==> config.mk <==
export PLATFORM = sky130hd
export DESIGN_NAME = lcd_stream_controller
export DESIGN_NICKNAME = d
export VERILOG_FILES = /design/src/rtl/lcd_stream_controller.sv
export SDC_FILE = /design/constraint.sdc
export NUM_CORES = 1
export LEC_CHECK = 0
export ABC_AREA = 1
export CAP_MARGIN = 25
export CORE_MARGIN = 5
export CORE_UTILIZATION = 59
export CTS_BUF_LIST = sky130_fd_sc_hd__clkbuf_2
export CTS_CLUSTER_DIAMETER = 80
export DETAILED_ROUTE_END_ITERATION = 7
export HOLD_SLACK_MARGIN = 0.03
export PLACE_DENSITY = 0.95
export SKIP_CTS_REPAIR_TIMING = 1
export SLEW_MARGIN = 20
export SYNTH_ARGS = -nofsm -noshare
export SYNTH_HDL_FRONTEND = slang
export SYNTH_SLANG_ARGS = --single-unit
==> constraint.sdc <==
create_clock -name clk -period 5 [get_ports clk]
set_input_delay 0.5 -clock clk [delete_from_list [all_inputs] [get_ports clk]]
set_output_delay 0.5 -clock clk [all_outputs]
set_load 0.005 [all_outputs]
==> src/rtl/lcd_stream_controller.sv <==
// LCD timing generator that streams RGB565 pixels from the camera FIFO, locks
// onto start-of-frame marker words and offers colour-bar / solid-fill modes.
module lcd_stream_controller #(
    parameter int H_ACTIVE        = 480,
    parameter int H_FP            = 8,
    parameter int H_SYNC          = 4,
    parameter int H_BP            = 43,
    parameter int V_ACTIVE        = 272,
    parameter int V_FP            = 8,
    parameter int V_SYNC          = 4,
    parameter int V_BP            = 12,
    parameter int SYNC_ACTIVE_LOW = 1,
    parameter int CNT_WIDTH       = 16
) (
    input  logic                 clk,
    input  logic                 reset_n,
    input  logic [1:0]           mode,
    input  logic [15:0]          fill_color,
    input  logic [16:0]          queue_data_in,
    input  logic                 queue_empty,
    output logic                 queue_rd_en,
    output logic                 queue_clk,
    output logic                 LCD_DE,
    output logic                 LCD_HSYNC,
    output logic                 LCD_VSYNC,
    output logic [4:0]           LCD_R,
    output logic [5:0]           LCD_G,
    output logic [4:0]           LCD_B,
    output logic                 frame_start,
    output logic                 underflow,
    output logic                 desync,
    output logic [CNT_WIDTH-1:0] underflow_cnt
);

    localparam int H_TOTAL = H_ACTIVE + H_FP + H_SYNC + H_BP;
    localparam int V_TOTAL = V_ACTIVE + V_FP + V_SYNC + V_BP;
    localparam int HW      = $clog2(H_TOTAL);
    localparam int VW      = $clog2(V_TOTAL);

    localparam logic [HW-1:0] H_LAST   = HW'(H_TOTAL - 1);
    localparam logic [HW-1:0] H_ACT    = HW'(H_ACTIVE);
    localparam logic [HW-1:0] H_ACT_M1 = HW'(H_ACTIVE - 1);
    localparam logic [HW-1:0] HS_BEG   = HW'(H_ACTIVE + H_FP);
    localparam logic [HW-1:0] HS_END   = HW'(H_ACTIVE + H_FP + H_SYNC);
    localparam logic [VW-1:0] V_LAST   = VW'(V_TOTAL - 1);
    localparam logic [VW-1:0] V_ACT    = VW'(V_ACTIVE);
    localparam logic [VW-1:0] V_ACT_M1 = VW'(V_ACTIVE - 1);
    localparam logic [VW-1:0] VS_BEG   = VW'(V_ACTIVE + V_FP);
    localparam logic [VW-1:0] VS_END   = VW'(V_ACTIVE + V_FP + V_SYNC);
    localparam logic          SYNC_OFF = (SYNC_ACTIVE_LOW != 0);

    typedef enum logic [1:0] {SEEK, ARMED, STREAM} state_t;

    state_t          state_q, state_d;
    logic [HW-1:0]   hcnt;
    logic [VW-1:0]   vcnt;
    logic [1:0]      frame_mode;
    logic            run_q;
    logic            late_q, late_d;

    logic            s1_active, s1_hs, s1_vs, s1_fs, s1_stream, s1_seek;
    logic [1:0]      s1_mode;
    logic [2:0]      s1_bar;

    logic            at_origin, s0_active, last_px, hs_on, vs_on;
    logic [1:0]      cur_mode;
    logic            queue_mode, s1_marker;
    logic [2:0]      bar_idx;
    logic            stream_slot, stream_rd, seek_rd, desync_set, uf_hit;
    logic [15:0]     pix;

    assign queue_clk = clk;

    // S0: free-running raster position
    always_ff @(posedge clk or negedge reset_n) begin
        // NOTE: sequential state uses non-blocking assignments so every
        // register samples the pre-edge values of its neighbours.
        if (!reset_n) begin
            hcnt <= '0;
            vcnt <= '0;
        end else if (hcnt == H_LAST) begin
            hcnt <= '0;
            vcnt <= (vcnt == V_LAST) ? '0 : vcnt + VW'(1);
        end else begin
            hcnt <= hcnt + HW'(1);
        end
    end

    assign at_origin  = (hcnt == '0) && (vcnt == '0);
    assign s0_active  = (hcnt < H_ACT) && (vcnt < V_ACT);
    assign last_px    = (hcnt == H_ACT_M1) && (vcnt == V_ACT_M1);
    assign hs_on      = (hcnt >= HS_BEG) && (hcnt < HS_END);
    assign vs_on      = (vcnt >= VS_BEG) && (vcnt < VS_END);
    assign cur_mode   = at_origin ? mode : frame_mode;
    assign queue_mode = (cur_mode == 2'd0);
    assign s1_marker  = (s1_stream || s1_seek) && queue_data_in[16];
    assign bar_idx    = 3'((32'(hcnt) * 32'd8) / 32'(H_ACTIVE));

    function automatic logic [15:0] bar_color(input logic [2:0] idx);
        case (idx)
            3'd0:    bar_color = 16'hFFFF;
            3'd1:    bar_color = 16'hFFE0;
            3'd2:    bar_color = 16'h07FF;
            3'd3:    bar_color = 16'h07E0;
            3'd4:    bar_color = 16'hF81F;
            3'd5:    bar_color = 16'hF800;
            3'd6:    bar_color = 16'h001F;
            default: bar_color = 16'h0000;
        endcase
    endfunction

    always_comb begin
        // NOTE: every output of this block gets a default first, so no path
        // can leave a value held and infer a latch.
        state_d     = state_q;
        late_d      = late_q;
        queue_rd_en = 1'b0;
        stream_slot = 1'b0;
        seek_rd     = 1'b0;
        desync_set  = 1'b0;
        if (!queue_mode) begin
            state_d     = SEEK;
            late_d      = 1'b0;
            queue_rd_en = run_q && !queue_empty;
        end else begin
            case (state_q)
                SEEK: begin
                    if (s1_marker) begin
                        state_d = ARMED;
                        late_d  = 1'b0;
                    end else begin
                        seek_rd = run_q && !queue_empty;
                        if (s1_seek && late_q) desync_set = 1'b1;
                    end
                end
                ARMED: begin
                    if (at_origin) begin
                        state_d     = STREAM;
                        stream_slot = s0_active;
                    end
                end
                STREAM: begin
                    stream_slot = s0_active && !s1_marker;
                    if (last_px) begin
                        state_d = SEEK;
                        late_d  = 1'b1;
                    end
                end
                default: state_d = SEEK;
            endcase
            // A marker arriving in a pixel slot means the source restarted early
            if (s1_stream && queue_data_in[16]) begin
                desync_set  = 1'b1;
                state_d     = ARMED;
                late_d      = 1'b0;
                stream_slot = 1'b0;
            end
            queue_rd_en = seek_rd || (stream_slot && !queue_empty);
        end
        stream_rd = stream_slot && !queue_empty;
        uf_hit    = stream_slot && queue_empty;
    end

    always_ff @(posedge clk or negedge reset_n) begin
        if (!reset_n) begin
            state_q    <= SEEK;
            late_q     <= 1'b0;
            frame_mode <= 2'd0;
            run_q      <= 1'b0;
        end else begin
            state_q    <= state_d;
            late_q     <= late_d;
            frame_mode <= cur_mode;
            run_q      <= 1'b1;
        end
    end

    // S1: position-derived controls travel alongside the FIFO read latency
    always_ff @(posedge clk or negedge reset_n) begin
        if (!reset_n) begin
            s1_active <= 1'b0;
            s1_hs     <= 1'b0;
            s1_vs     <= 1'b0;
            s1_fs     <= 1'b0;
            s1_stream <= 1'b0;
            s1_seek   <= 1'b0;
            s1_mode   <= 2'd0;
            s1_bar    <= 3'd0;
        end else begin
            s1_active <= s0_active;
            s1_hs     <= hs_on;
            s1_vs     <= vs_on;
            s1_fs     <= at_origin;
            s1_stream <= stream_rd;
            s1_seek   <= seek_rd;
            s1_mode   <= cur_mode;
            s1_bar    <= bar_idx;
        end
    end

    always_comb begin
        pix = fill_color;
        if (s1_mode == 2'd1)
            pix = bar_color(s1_bar);
        else if (s1_mode == 2'd0 && s1_stream && !queue_data_in[16])
            pix = queue_data_in[15:0];
    end

    // S2: registered pins
    always_ff @(posedge clk or negedge reset_n) begin
        if (!reset_n) begin
            LCD_DE      <= 1'b0;
            LCD_HSYNC   <= SYNC_OFF;
            LCD_VSYNC   <= SYNC_OFF;
            {LCD_R, LCD_G, LCD_B} <= 16'h0000;
            frame_start <= 1'b0;
        end else begin
            LCD_DE      <= s1_active;
            LCD_HSYNC   <= s1_hs ^ SYNC_OFF;
            LCD_VSYNC   <= s1_vs ^ SYNC_OFF;
            {LCD_R, LCD_G, LCD_B} <= s1_active ? pix : 16'h0000;
            frame_start <= s1_fs;
        end
    end

    always_ff @(posedge clk or negedge reset_n) begin
        if (!reset_n) begin
            underflow     <= 1'b0;
            desync        <= 1'b0;
            underflow_cnt <= '0;
        end else begin
            if (desync_set) desync <= 1'b1;
            if (uf_hit) begin
                underflow <= 1'b1;
                if (underflow_cnt != '1) underflow_cnt <= underflow_cnt + CNT_WIDTH'(1);
            end
        end
    end

endmodule

==> out/qor.yml <==
status: "completed"
vias: 3900
worstSetupPathType: "reg2out"
dieArea_um2: 8990
p_leak_uw: 0.00256
fin_setup_tns_ns: 0
final.min_clock_period_ns: 4.01
synth_compound_area_frac: 0.0843
drv_slew: 0
crit_fanout: 5
yosysTopAreaCellShare: 0.413
fin_util: 0.736
track_usage: 0.250
path_clk_slew_ns: 0.23
drive_gt1_frac: 0.124
synth_xor_area_frac: 0.0392
gp_congestion: 0.940
skew_ns: 0.0294
syn_avg_cell_area_um2: 7.98
die_w_um: 94.8
synth_cells: 532
core_um2: 7140
ys_types: 46
antenna_found_initial: 0
avgViaCountPerCell: 5.40
hp-class: "in2async"
p_per_area_nw_per_um2: 235
finalSetupViolCount: 0
start_kind: "flop"
synthesis.area_um2: 4240
clk_latency_ns: 0.66
grt_pass1_wl_mm: 17.5
synth_edf_count: 0
max-slew-margin-rel: 0.406
rows: 31
hold_viol: 0
routed_wl_mm: 10.5
grt_overflow: 0
n_antenna_cell: 0
worst_pin_slew_ns: 0.891
post_drt_wl_per_cell_um: 14.5
fmax_mhz: 249
drt_iter0_markers: 240
cp_data_arrival_time_ns: 3.51
synth-adder-area-share: 0.0354
synthMuxAreaShare: 0.00265
grt_setup_unrepaired: "no"
ys_seq_elements: 72
drc: 0
ys_top_cells_by_area: "dfrtp_1 (41%), nand2_1 (8.9%), nor2_1 (6.9%)"
syn-num-nets: 582
die_h_um: 94.8
end_kind: "output port"
drtAntennaViolNets: 0
nNetsFinal: 668
drv_cap: 0
start_util: 0.595
io_buffer_count: 77
postLayoutCellArea_um2: 5260
hpwl_mm: 8.08
crit_required_ns: 4.50
ys_seq_area_frac: 0.425
yosysWarningCount: 0
dpl_cell_area_um2: 5120
io_pins: 78
fin_crit_sh: 0.802
grt_pass1_vias: 3845
ys.flop_type: "dfrtp_1"
syn_to_final_growth_pct: 23.8
ir_worst_vdd_mv: 0.229
dr.pass1.iters: 5
async_flop_share: 1.00
synth_simple_gate_area_frac: 0.328
synth_largest_area_cell: "dfrtp_1"
synth_top_family_by_area: "simple AND/OR/NAND/NOR gates"
cts_tree: "built"
grt_max_degree: 73
-- flip-flops by register name, summed over array words and instances, names as in the netlist --
register	flops
late_q	1
frame_start	1
desync	1
vcnt	9
run_q	1
LCD_B	5
s1_hs	1
s1_active	1
LCD_DE	1
underflow	1
LCD_VSYNC	1
s1_bar	3
hcnt	10
state_q	2
s1_vs	1
underflow_cnt	16
LCD_G	6
s1_seek	1
s1_stream	1
s1_fs	1
s1_mode	2
LCD_HSYNC	1
LCD_R	5
-- power by group --
group          leakage, uW  total, uW  switching (uW)  internal (uW)
Sequential        0.000899        636            22.7            613
Combinational      0.00157        193            91.2            102
Clock            0.0000872        403             253            151
-- metal layers --
layer / routed length [um] / vias to the layer above / share of wire / track usage
met5: 0 / - / 0 / 0
met4: 255 / 0 / 0.024 / 0.117
met3: 879 / 23 / 0.084 / 0.0590
met2: 5220 / 161 / 0.50 / 0.429
met1: 4150 / 1825 / 0.40 / 0.294
li1: - / 1891 / - / -
-- synth_stat cells (2+ instances only) --
library cell	count
ha_1	12
nand4_1	17
nor3_2	3
nand3_4	3
a31oi_1	3
o22ai_1	3
nor4_1	4
nand3b_1	4
buf_4	3
nor3_1	5
nor2_1	78
dfstp_2	2
dfrtp_1	70
nand3_2	2
o21ai_0	13
a21oi_1	12
nand2_4	3
xnor2_1	7
clkbuf_1	4
nand2_1	101
inv_1	74
a211oi_1	16
nand2_2	13
a21o_1	2
nand3_1	29
xor2_1	12
inv_2	7
nor2_4	4
nor4_2	2
nor2_2	8
-- final cells by class --
type / count / area, um2
Tap cell: 99 / 124
Clock inverter: 7 / 78.8
Sequential cell: 72 / 1800
Inverter: 82 / 308
Multi-Input combinational cell: 369 / 2080
Fill cell: 484 / 1880
Timing Repair Buffer: 80 / 786
Clock buffer: 13 / 70.1
-- worst paths after layout --
kind | startpoint | endpoint | slack (ns) | cells after the start
worst min register to register | s1_hs | LCD_HSYNC | 0.37 | 1
worst min-delay path | reset_n | LCD_B[1] | 0.02 | 2
worst max-delay path | hcnt[0] | queue_rd_en | 0.99 | 17
worst max register to register | hcnt[0] | s1_bar[0] | 1.60 | 24
min in group clk | s1_hs | LCD_HSYNC | 0.37 | 1
max in group asynchronous | reset_n | LCD_R[4] | 4.41 | 2
-- worst max-delay path, stage by stage, from the launching register on --
cell and delay [ns]:
dfrtp_1 0.47, inv_1 0.15, ha_1 0.22, nand4_1 0.11, nor2_1 0.16, nand3_1 0.17
nand2_1 0.10, nand2_1 0.08, nor2_2 0.18, inv_2 0.08, nor2_2 0.16, inv_2 0.06
nor2_2 0.13, nand2_1 0.06, inv_1 0.06, nor2_1 0.03, o21ai_0 0.07, clkdlybuf4s50_1 0.55
-- kinds of logic (layout without fill, tap and decap cells) --
| kind of cell | Yosys count | in the layout |
|---|---|---|
| buf+inv | 91 | 182 |
| mux | 1 | 1 |
| xor+xnor | 19 | 19 |
| other cells | 1 | 1 |
| simple gates | 280 | 280 |
| compound gates | 56 | 56 |
| flops | 72 | 72 |
| fa+ha+maj | 12 | 12 |
-- cell usage in the layout (no fill, tap or decap), types with 2 or more instances in the layout --
cell / instances
clkdlybuf4s50_1: 76
nand2_4: 3
a21oi_1: 12
nor3_1: 4
clkinvlp_4: 2
nor2_1: 78
nor2_2: 8
nand2_1: 101
nand4_1: 17
a211oi_1: 16
dfrtp_1: 70
nand3_1: 29
ha_1: 12
inv_2: 7
nor2_4: 4
nor3_2: 4
nand3b_1: 4
a21o_1: 2
nor4_1: 4
o21ai_0: 13
nand3_4: 3
nand3_2: 2
nor4_2: 2
xor2_1: 12
dfstp_2: 2
inv_1: 74
inv_6: 2
o22ai_1: 3
buf_4: 4
clkbuf_2: 12
xnor2_1: 7
a31oi_1: 3
nand2_2: 13
-- metrics by stage --
stage	worst slack (ns)	power (uW)	std cells	hold slack [ns]
after detailed placement	1.59	858	703	0.340
after floorplan	1.89	743	532	0.204
after global placement	1.59	846	703	0.338
final	0.991	1230	722	0.0159
after CTS	0.989	1240	722	0.0357
after global routing	0.771	1280	722	0.0798
Note: power is estimated with default switching activity, not from simulation.
